===== config.mk =====
export PLATFORM = sky130hd
export DESIGN_NAME = if_id_queue
export DESIGN_NICKNAME = d
export VERILOG_FILES = /design/src/rtl/if_id_queue_pkg.sv /design/src/rtl/if_id_queue_ring_ptr.sv /design/src/rtl/if_id_queue.sv
export SDC_FILE = /design/constraint.sdc
export NUM_CORES = 1
export LEC_CHECK = 0
export BUFFER_PORTS_ARGS = -buffer_cell sky130_fd_sc_hd__buf_2
export CORE_MARGIN = 4
export CORE_UTILIZATION = 40
export DETAILED_ROUTE_END_ITERATION = 8
export GPL_TIMING_DRIVEN = 0
export PLACE_DENSITY = 0.67
export SYNTH_ARGS = -nofsm -noshare
export SYNTH_HDL_FRONTEND = slang
export SYNTH_SLANG_ARGS = --single-unit

===== constraint.sdc =====
create_clock -name clk -period 2.7 [get_ports clk]
set_input_delay 0.675 -clock clk [delete_from_list [all_inputs] [get_ports clk]]
set_output_delay 0.675 -clock clk [all_outputs]
set_load 0.02 [all_outputs]

===== src/rtl/if_id_queue_pkg.sv =====
// Shared CPU definitions for the IF/ID queue: default widths, the NOP encoding
// and the {pc, inst} entry record that the id_ex stage reuses.
package if_id_queue_pkg;

  localparam int PC_W_DEF   = 16;
  localparam int INST_W_DEF = 16;

  localparam logic [INST_W_DEF-1:0] NOP_INST_DEF = 16'h0800;

  typedef struct packed {
    logic [PC_W_DEF-1:0]   pc;
    logic [INST_W_DEF-1:0] inst;
  } entry_t;

endpackage


===== src/rtl/if_id_queue_ring_ptr.sv =====
// Wrap-around pointer for the IF/ID queue; clears on reset or clr, else
// advances by one on inc, wrapping naturally at 2**W.
module if_id_queue_ring_ptr #(
  parameter int W = 2
) (
  input  logic         clk,
  input  logic         rst,
  input  logic         clr,
  input  logic         inc,
  output logic [W-1:0] ptr
);

  always_ff @(posedge clk) begin
    if (!rst || clr) begin
      ptr <= '0;
    end else if (inc) begin
      ptr <= ptr + W'(1);
    end
  end

endmodule


===== src/rtl/if_id_queue.sv =====
// IF/ID stage as a DEPTH-entry FIFO of {pc, inst} with flush and NOP-on-empty.
// Optional macro IF_ID_QUEUE_PASS_EN lets a full queue accept a push during a pop.
module if_id_queue
  import if_id_queue_pkg::*;
#(
  parameter int                 PC_W     = PC_W_DEF,
  parameter int                 INST_W   = INST_W_DEF,
  parameter int                 DEPTH    = 4,
  parameter logic [INST_W-1:0]  NOP_INST = NOP_INST_DEF
) (
  input  logic                       clk,
  input  logic                       rst,
  input  logic                       in_valid,
  output logic                       in_ready,
  input  logic [PC_W-1:0]            pc_in,
  input  logic [INST_W-1:0]          inst_in,
  input  logic                       hold,
  input  logic                       flush,
  output logic                       out_valid,
  output logic [PC_W-1:0]            pc_out,
  output logic [INST_W-1:0]          inst_out,
  output logic [$clog2(DEPTH):0]     count
);

  localparam int AW = $clog2(DEPTH);
  localparam int CW = AW + 1;

  logic [PC_W-1:0]   pc_mem   [DEPTH];
  logic [INST_W-1:0] inst_mem [DEPTH];
  logic [AW-1:0]     wr_ptr;
  logic [AW-1:0]     rd_ptr;
  logic              push;
  logic              pop;

  // Handshake: a transfer happens on an edge where valid && ready are both high.
  // Upstream: push = in_valid && in_ready. Downstream: pop = out_valid && !hold.
  assign out_valid = (count != '0);
  assign pop       = out_valid && !hold;
`ifdef IF_ID_QUEUE_PASS_EN
  assign in_ready  = (count != CW'(DEPTH)) || pop;
`else
  assign in_ready  = (count != CW'(DEPTH));
`endif
  assign push      = in_valid && in_ready;

  // Head is read from the flops only, so no input reaches pc_out/inst_out.
  assign pc_out   = out_valid ? pc_mem[rd_ptr]   : '0;
  assign inst_out = out_valid ? inst_mem[rd_ptr] : NOP_INST;

  if_id_queue_ring_ptr #(.W(AW)) u_wr_ptr (
    .clk (clk),
    .rst (rst),
    .clr (flush),
    .inc (push),
    .ptr (wr_ptr)
  );

  if_id_queue_ring_ptr #(.W(AW)) u_rd_ptr (
    .clk (clk),
    .rst (rst),
    .clr (flush),
    .inc (pop),
    .ptr (rd_ptr)
  );

  // Storage is don't-care after reset/flush, so it carries no reset.
  always_ff @(posedge clk) begin
    if (push) begin
      pc_mem[wr_ptr]   <= pc_in;
      inst_mem[wr_ptr] <= inst_in;
    end
  end

  always_ff @(posedge clk) begin
    if (!rst || flush) begin
      count <= '0;
    end else if (push && !pop) begin
      count <= count + CW'(1);
    end else if (pop && !push) begin
      count <= count - CW'(1);
    end
  end

endmodule


**Yosys cells after proc, flatten, opt, wreduce, memory -nomap -nowiden**

Memories as Yosys holds them, arrays and structs flattened. A register that Yosys moved wholly into a read port is not among the register bits.
Index checks and enable logic that the tools add are counted.

- Register bits after elaboration: 7
- Bits in writable memories: 128
- Input bits: 37
- Memories: 2

Memories:

| memory | words | width | rd ports | clocked after Yosys merged registers in | write ports | line | text |
|---|---|---|---|---|---|---|---|
| inst_mem | 4 | 16 | 1 | 1 | 1 | if_id_queue.sv:29 | `logic [INST_W-1:0] inst_mem [DEPTH];` |
| pc_mem | 4 | 16 | 1 | 1 | 1 | if_id_queue.sv:28 | `logic [PC_W-1:0] pc_mem [DEPTH];` |

- Reductions and logical operators: 11
- Multiplexer cells: 10
- $add $sub $neg: 4
- Equality and inequality tests: 1

Operator list:

| operator | count |
|---|---|
| two-way mux 16 bit | 2 |
| two-way mux 2 bit | 4 |
| two-way mux 3 bit | 2 |
| adder 2 x 1 -> 2 bit, second input constant | 2 |
| logical AND 1 bit | 4 |
| logical NOT 1 bit | 4 |
| adder 3 x 1 -> 3 bit, second input constant | 1 |
| != test 3 bit, second input constant | 1 |
| nonzero test 3 bit | 1 |
| subtractor 3 x 1 -> 3 bit, second input constant | 1 |
| two-way mux 1 bit | 2 |
| nonzero test 2 bit | 1 |
| logical OR 1 bit | 1 |

**Logic depth before layout (Yosys ltp)**

Gate-level depths: netlist of run 1.

- Word-level depth: 6
- Gate-level depth with buffers: 10

**Hierarchy**

A second synthesis of run 1 with hierarchy kept.

- Cells, all modules: 245
- Area, all modules: 5230.0 µm²

By module, submodules not included:

| module | area an instance (µm²) | times used | seq. area each (µm²) | cells an instance |
|---|---|---|---|---|
| if_id_queue | 5059.9 | 1 | 3903.7 | 229 |
| if_id_queue_ring_ptr | 85.1 | 2 | 40.0 | 8 |

**Least setup slack after synthesis of run 1**

Ideal clock, no wire load.

- Path type: reg2reg
- From: register count[0]
- To: register count[2]
- Arrival: 2.386 ns
- Data required time: 2.629 ns
- Cell stages (with the launch flop): 11
- Setup slack: 0.244 ns
- Cells stage by stage: dfxtp_1 > nor3_1 > clkbuf_2 > clkbuf_1 > or2_2 > ha_1 > inv_1 > fa_1 > xor2_1 > or3_1 > a21oi_1

- Longest elaborated chain between the ends: 5

Ends and longest elaborated chain:

| item | line | text |
|---|---|---|
| from (decl) | if_id_queue.sv:22 | `output logic [$clog2(DEPTH):0] count` |
| from (signal assigned) | if_id_queue.sv:78 | `count <= count + CW'(1);` |
| from (signal assigned) | if_id_queue.sv:80 | `count <= count - CW'(1);` |
| parallel branches: the longest is 5 deep, another holds subtractor 3 x 1 -> 3 bit | n/a |  |

Parallel ways; which one is timed is not known. The select of a mux whose other input is x is not followed.
A chain may end at the register's enable or synchronous reset.

==> results.toml, run 1 <==
[clocking]
clk_pin_slew_ns = 0.06
clkLatencyLatePin_ns = 0.40
ctsLongestPathBuffers = 2
cts_buffers = 17
cts-hold-fix-buffers = 0
cts.sink_count = 137
post-cts-setup-buffers = 0
clock-root-buffer = "clkbuf_16"
clock_tree_from_tritoncts = "done"
cts_htree_levels = 4

[floorplan]
floorplan.die.height_um = 123
die-area_sq_um = 15200
initial_core_utilization = 0.414
top_level_ports = 74
rows = 41
die_width_um = 123
core_area_sq_um = 12800

[critical_path]
worst_ep_arrival_time_ns = 1.93
crit_required_ns = 2.03
worstPathCellList = "clkbuf_4 > buf_8 > mux4_2 > nor2b_1 > buf_2"
cp_num_buf_inv = 3
timing.critical_path.to_type = "primary output"
top_family_by_delay_on_critical_path = "buffers and inverters"
cp_slowest_cell = "mux4_2"
crit_path_start_kind = "flop"
crit_type = "flop to primary output"
critPathMaxStageDelay_ns = 0.52
critical_path.max_fanout = 10

[yosys]
postSynth.topFlopCell = "edfxtp_1"
yosys_register_bits = 137
syn-instance-count = 254
ys_seq_area_frac = 0.757
yosys.cell_types.count = 26
synthArstFlopShare = 0
syn_nets = 297
syn_area_per_cell_sq_um = 20.9
ys.warnings.count = 0
synth-edff-count = 128
syn-cell-area_sq_um = 5310

[pwr]
power_per_cell_area_nw_per_um2 = 816
report.power.total_w = 0.00532
power.leakage_nw = 2.28
max-vdd-ir-drop_v = 0.000504

[sta]
period_share = 0.965
timing.slew.headroom = 0.405
final_hold_viol_count = 0
worst_slack_ns = 0.0956
slew_viols_final = 0
max_clock_freq_ghz = 0.384
tightest_slew_ns = 0.892
rsz0062_at_grt = "true"
setup-violations-final = 0
finalClockSkew_ns = 0.00769
final_period_minus_worst_setup_slack_ns = 2.60

[global_routing]
first_global_vias = 2798
global_route.usage.total = 0.139
grt_antenna_before_repair = 0
grt_start_max_net_pins = 33
grt_pass1_wl_mm = 15.2
grt-ovfl-total = 0

[route]
met2_length_mm = 5.00
wire_per_inst_um = 18.3
remaining_drc_errors = 0
drt-met1-wl_mm = 4.14
dr.first_iter.drc_count = 212
highest-signal-layer = "met4"
num_vias = 2601
drt-total-wl_mm = 9.71
detail_route.first_pass.iterations = 4
vias_per_cell = 4.90
met3RoutedLength_um = 496
drtAntennaViolNets = 0

[placed_design]
dpl_worst_slack_ns = -0.229
hpwl_after_detailed_placement_mm = 5.82
gp_congestion = 0.672
portBuffers = 73

[hold_path]
hold_path.class = "primary input to flop"

[layout]
diodes = 0
final_net_count = 389
area.growth.synth_to_final_pct = 22.7
final_layout_size_suffix_gt1_frac = 0.435

[status]
run_status = "finished clean"

[job]
maxCapViolations = 0
==> logic make-up after synthesis <==
family	share of synthesized area
simple gates	0.0593
buf+inv	0.0170
fa+ha+maj	0.0155
compound gates	0.00989
mux	0.138
xor+xnor	0.00330
flops	0.757
==> final cells by class <==
type / instances / area (sq um)
Buffer: 12 / 93.8
Sequential cell: 137 / 4020
Clock buffer: 18 / 429
Clock inverter: 14 / 173
Inverter: 4 / 15.0
Fill cell: 1074 / 6310
Timing Repair Buffer: 73 / 365
Tap cell: 172 / 215
Multi-Input combinational cell: 101 / 1200
==> power breakdown <==
part | leakage, nW | switching (W) | internal, W
sequential | 1.25 | 0.0000207 | 0.00240
combinational | 0.744 | 0.000342 | 0.000222
clock | 0.291 | 0.000876 | 0.00146
total | 2.28 | 0.00124 | 0.00408
==> registers in the layout, summed over array words and instances, names as in the netlist, named ones only <==
signal,cells
pc_mem,64
count,3
u_rd_ptr.ptr,2
inst_mem,64
u_wr_ptr.ptr,2
==> cell usage after synthesis (2+ instances only) <==
cell	instances	area (sq um)
nor2_1	2	7.51
dfxtp_1	9	180
xor2_1	2	17.5
or3_1	3	18.8
buf_2	5	25.0
o21ai_0	4	20.0
mux4_2	32	721
a21oi_1	4	20.0
clkbuf_1	3	11.3
edfxtp_1	128	3840
inv_1	4	15.0
and3_1	4	25.0
or2_2	2	12.5
nand4_1	2	12.5
buf_6	3	33.8
ha_1	5	62.6
nor2b_1	32	200
nand2b_1	2	12.5
==> per-stage QoR <==
step                      setup TNS [ns]  cells  utilization  hold slack [ns]  area (sq um)
after global placement            -0.172    499        0.460            0.484          5890
final                                  0    531        0.508            0.484          6520
after floorplan                        0    254            -            0.459          5310
after detailed placement          -0.229    499        0.460            0.503          5900
after CTS                              0    531        0.507            0.471          6510
after global routing             -0.0874    531        0.508            0.472          6520
==> path summary, 6_finish.rpt <==
| kind | from | to | slack [ns] | depth (start not counted) |
|---|---|---|---|---|
| max | flop | pc_out[7] | 0.1 | 5 |
| min reg2reg | u_wr_ptr.ptr[0] | u_wr_ptr.ptr[0] | 0.50 | 2 |
| min | inst_in[5] | inst_mem[2][5] | 0.48 | 1 |
| max reg2reg | count[1] | count[2] | 0.18 | 10 |
==> layout by cell type (no fill, tap or decap), drive strengths merged <==
| cell type | netlist | routed |
|---|---|---|
| nand2b | 2 | 2 |
| or3b | 1 | 1 |
| nand2 | 1 | 1 |
| or3 | 3 | 3 |
| mux4 | 32 | 32 |
| fa | 1 | 1 |
| inv | 4 | 7 |
| and2 | 1 | 1 |
| buf | 8 | 81 |
| or2 | 2 | 2 |
| nand4 | 2 | 2 |
| nor2b | 32 | 32 |
| clkinvlp | 0 | 2 |
| o31ai | 1 | 1 |
| ha | 5 | 5 |
| clkbuf | 4 | 22 |
| a21oi | 4 | 4 |
| xor2 | 2 | 2 |
| and3 | 4 | 4 |
| nor3 | 1 | 1 |
| mux2i | 1 | 1 |
| nor2 | 2 | 2 |
| bufinv | 0 | 3 |
| edfxtp | 128 | 128 |
| dfxtp | 9 | 9 |
| clkinv | 0 | 6 |
| o21ai | 4 | 4 |
==> timing repair <==
| action | CTS | global route |
|---|---|---|
| endpoints found under the hold margin | 0 | 0 |
| endpoints found under the setup margin | 30 | 32 |
| gates resized for setup | 4 | 6 |
| pin swaps | 0 | 0 |
==> metal layers <==
metal  track usage  vias up
li1              -     1202
met1         0.180     1341
met2         0.225       52
met3        0.0499        6
met4        0.0353        0
met5             0        -
No activity file was read; power rests on OpenSTA's default activity.
==> run 2: changes to the inputs <==
CORE_MARGIN = 3   (was 4)
==> results.toml, run 2 (synthesis gave the netlist of run 1 again) <==
[status]
run_status = "finished clean"

[global_routing]
grt-ovfl-total = 0
grt_pass1_wl_mm = 14.8
global_route.usage.met3 = 0.0513
global_route.usage.total = 0.141
gr_busiest_metal = "met2"
grt_start_max_net_pins = 33
met1_demand_to_capacity_share_in_global_routing = 0.173
grtUsageMet2 = 0.223
grt_antenna_before_repair = 0
first_global_vias = 2789

[sta]
slew_viols_final = 0
worst_slack_ns = 0.0840
final_hold_viol_count = 0
timing.slew.headroom = 0.403
period_share = 0.969
max_clock_freq_ghz = 0.382
final_period_minus_worst_setup_slack_ns = 2.62
finalClockSkew_ns = 0.00842
timing.hold.ws_ns = 0.477
tightest_slew_ns = 0.896
setup-violations-final = 0
final_sum_of_negative_setup_slack_ns = 0
rsz0062_at_grt = "true"

[floorplan]
top_level_ports = 74
core_area_sq_um = 12800
floorplan.die.height_um = 121
die-area_sq_um = 14700
rows = 41
die_width_um = 121
initial_core_utilization = 0.414

[route]
drtAntennaViolNets = 0
detail_route.first_pass.iterations = 4
num_vias = 2615
vias_per_cell = 4.93
remaining_drc_errors = 0
drt-total-wl_mm = 9.57
dr.first_iter.drc_count = 187
wire_per_inst_um = 18.1

[layout]
final_net_count = 389
diodes = 0
area.growth.synth_to_final_pct = 23.8
layout_common_cells = "edfxtp_1, buf_2, mux4_2, nor2b_1, clkbuf_16"
final_common_cell = "edfxtp_1"
fillerInstances = 1060
final_layout_size_suffix_gt1_frac = 0.436
finish.cell_count_without_fillers = 530
reg.largest.list = "inst_mem: 64 flops, pc_mem: 64 flops, count: 3 flops"

[critical_path]
critical_path.max_fanout = 10
worst_ep_arrival_time_ns = 1.94
crit_type = "flop to primary output"
timing.critical_path.to_type = "primary output"
crit_required_ns = 2.03
ff2ff_setup_slack_ns = 0.22
crit_path_start_kind = "flop"

[job]
maxCapViolations = 0

[pwr]
power_per_cell_area_nw_per_um2 = 841
internal-power_w = 0.00434
power_frac_clock = 0.461
power.leakage_nw = 2.31
power.switching_w = 0.00119
seq_power_share = 0.438
power_frac_comb = 0.101
max-vdd-ir-drop_v = 0.000391
swShare = 0.215

[clocking]
ctsLongestPathBuffers = 2
clkLatencyLatePin_ns = 0.41
clk_pin_slew_ns = 0.06
clock_tree_from_tritoncts = "done"
cts_htree_levels = 4
clock-root-buffer = "clkbuf_16"
cts_buffers = 17
cts.sink_count = 137

[placed_design]
portBuffers = 73
gp_congestion = 0.703
hpwl_after_detailed_placement_mm = 5.75
dp.cells = 499
dpl_worst_slack_ns = -0.229

[hold_path]
hold_path.class = "primary input to flop"
run 2: cell count changes in the layout (fill, tap and decap cells not counted), sizes merged:
cell and change:
bufinv +3, inv -3, clkinv +1, clkbuf -1, clkinvlp -1
run 2: area by class of cell:
| cell class | instances | area [sq um] | share of cell area |
|---|---|---|---|
| clock buffers | 17 | 425 | 0.0647 |
| plain buffers | 12 | 93.8 | 0.0143 |
| repair buffers | 73 | 365 | 0.0556 |
| multi-input cells | 101 | 1210 | 0.184 |
| well taps | 172 | 215 | 0.0327 |
| clock inverters | 14 | 229 | 0.0348 |
| flip-flops and latches | 137 | 4020 | 0.612 |
| inverters | 4 | 15.0 | 0.00228 |
run 2: timing repair:
item                                    4_1_cts  5_1_grt
hold buffers                                  0        0
endpoints found under the setup margin       30       32
gates resized for setup                       4        7
buffers inserted                              0        0
cloned                                        0        0
run 2: final timing paths:
check / from / to / cells past startpoint
min: pc_in[9] / pc_mem[0][9] / 1
max reg2reg: count[1] / count[2] / 10
min reg2reg: u_rd_ptr.ptr[1] / u_rd_ptr.ptr[1] / 2
max: flop / inst_out[5] / 5
run 2: worst max-delay path, cell delays in order, from the launching register on:
cell,delay [ns]
dfxtp_1,0.31
clkbuf_4,0.19
buf_8,0.18
mux4_2,0.50
nor2b_1,0.17
buf_2,0.17
run 2: per-stage QoR:
step / util / power [W] / cell area [sq um]
floorplan: - / 0.00282 / 5310
global placement: 0.460 / 0.00302 / 5890
detailed placement: 0.460 / 0.00304 / 5900
CTS: 0.511 / 0.00560 / 6560
global route: 0.513 / 0.00573 / 6580
finish: 0.513 / 0.00553 / 6580
run 2: power by group through the flow:
| stage | Clock (W) | Sequential [W] | Combinational [W] |
|---|---|---|---|
| floorplan | 0 | 0.00247 | 0.000352 |
| global placement | 0 | 0.00246 | 0.000557 |
| detailed placement | 0 | 0.00247 | 0.000569 |
| CTS | 0.00260 | 0.00242 | 0.000575 |
| global route | 0.00269 | 0.00243 | 0.000614 |
| finish | 0.00255 | 0.00242 | 0.000560 |
run 2: layer usage:
metal  share of wire  wire length, um
met5               0                0
met4           0.014              132
met1            0.42             4000
met2            0.52             4940
met3           0.053              504
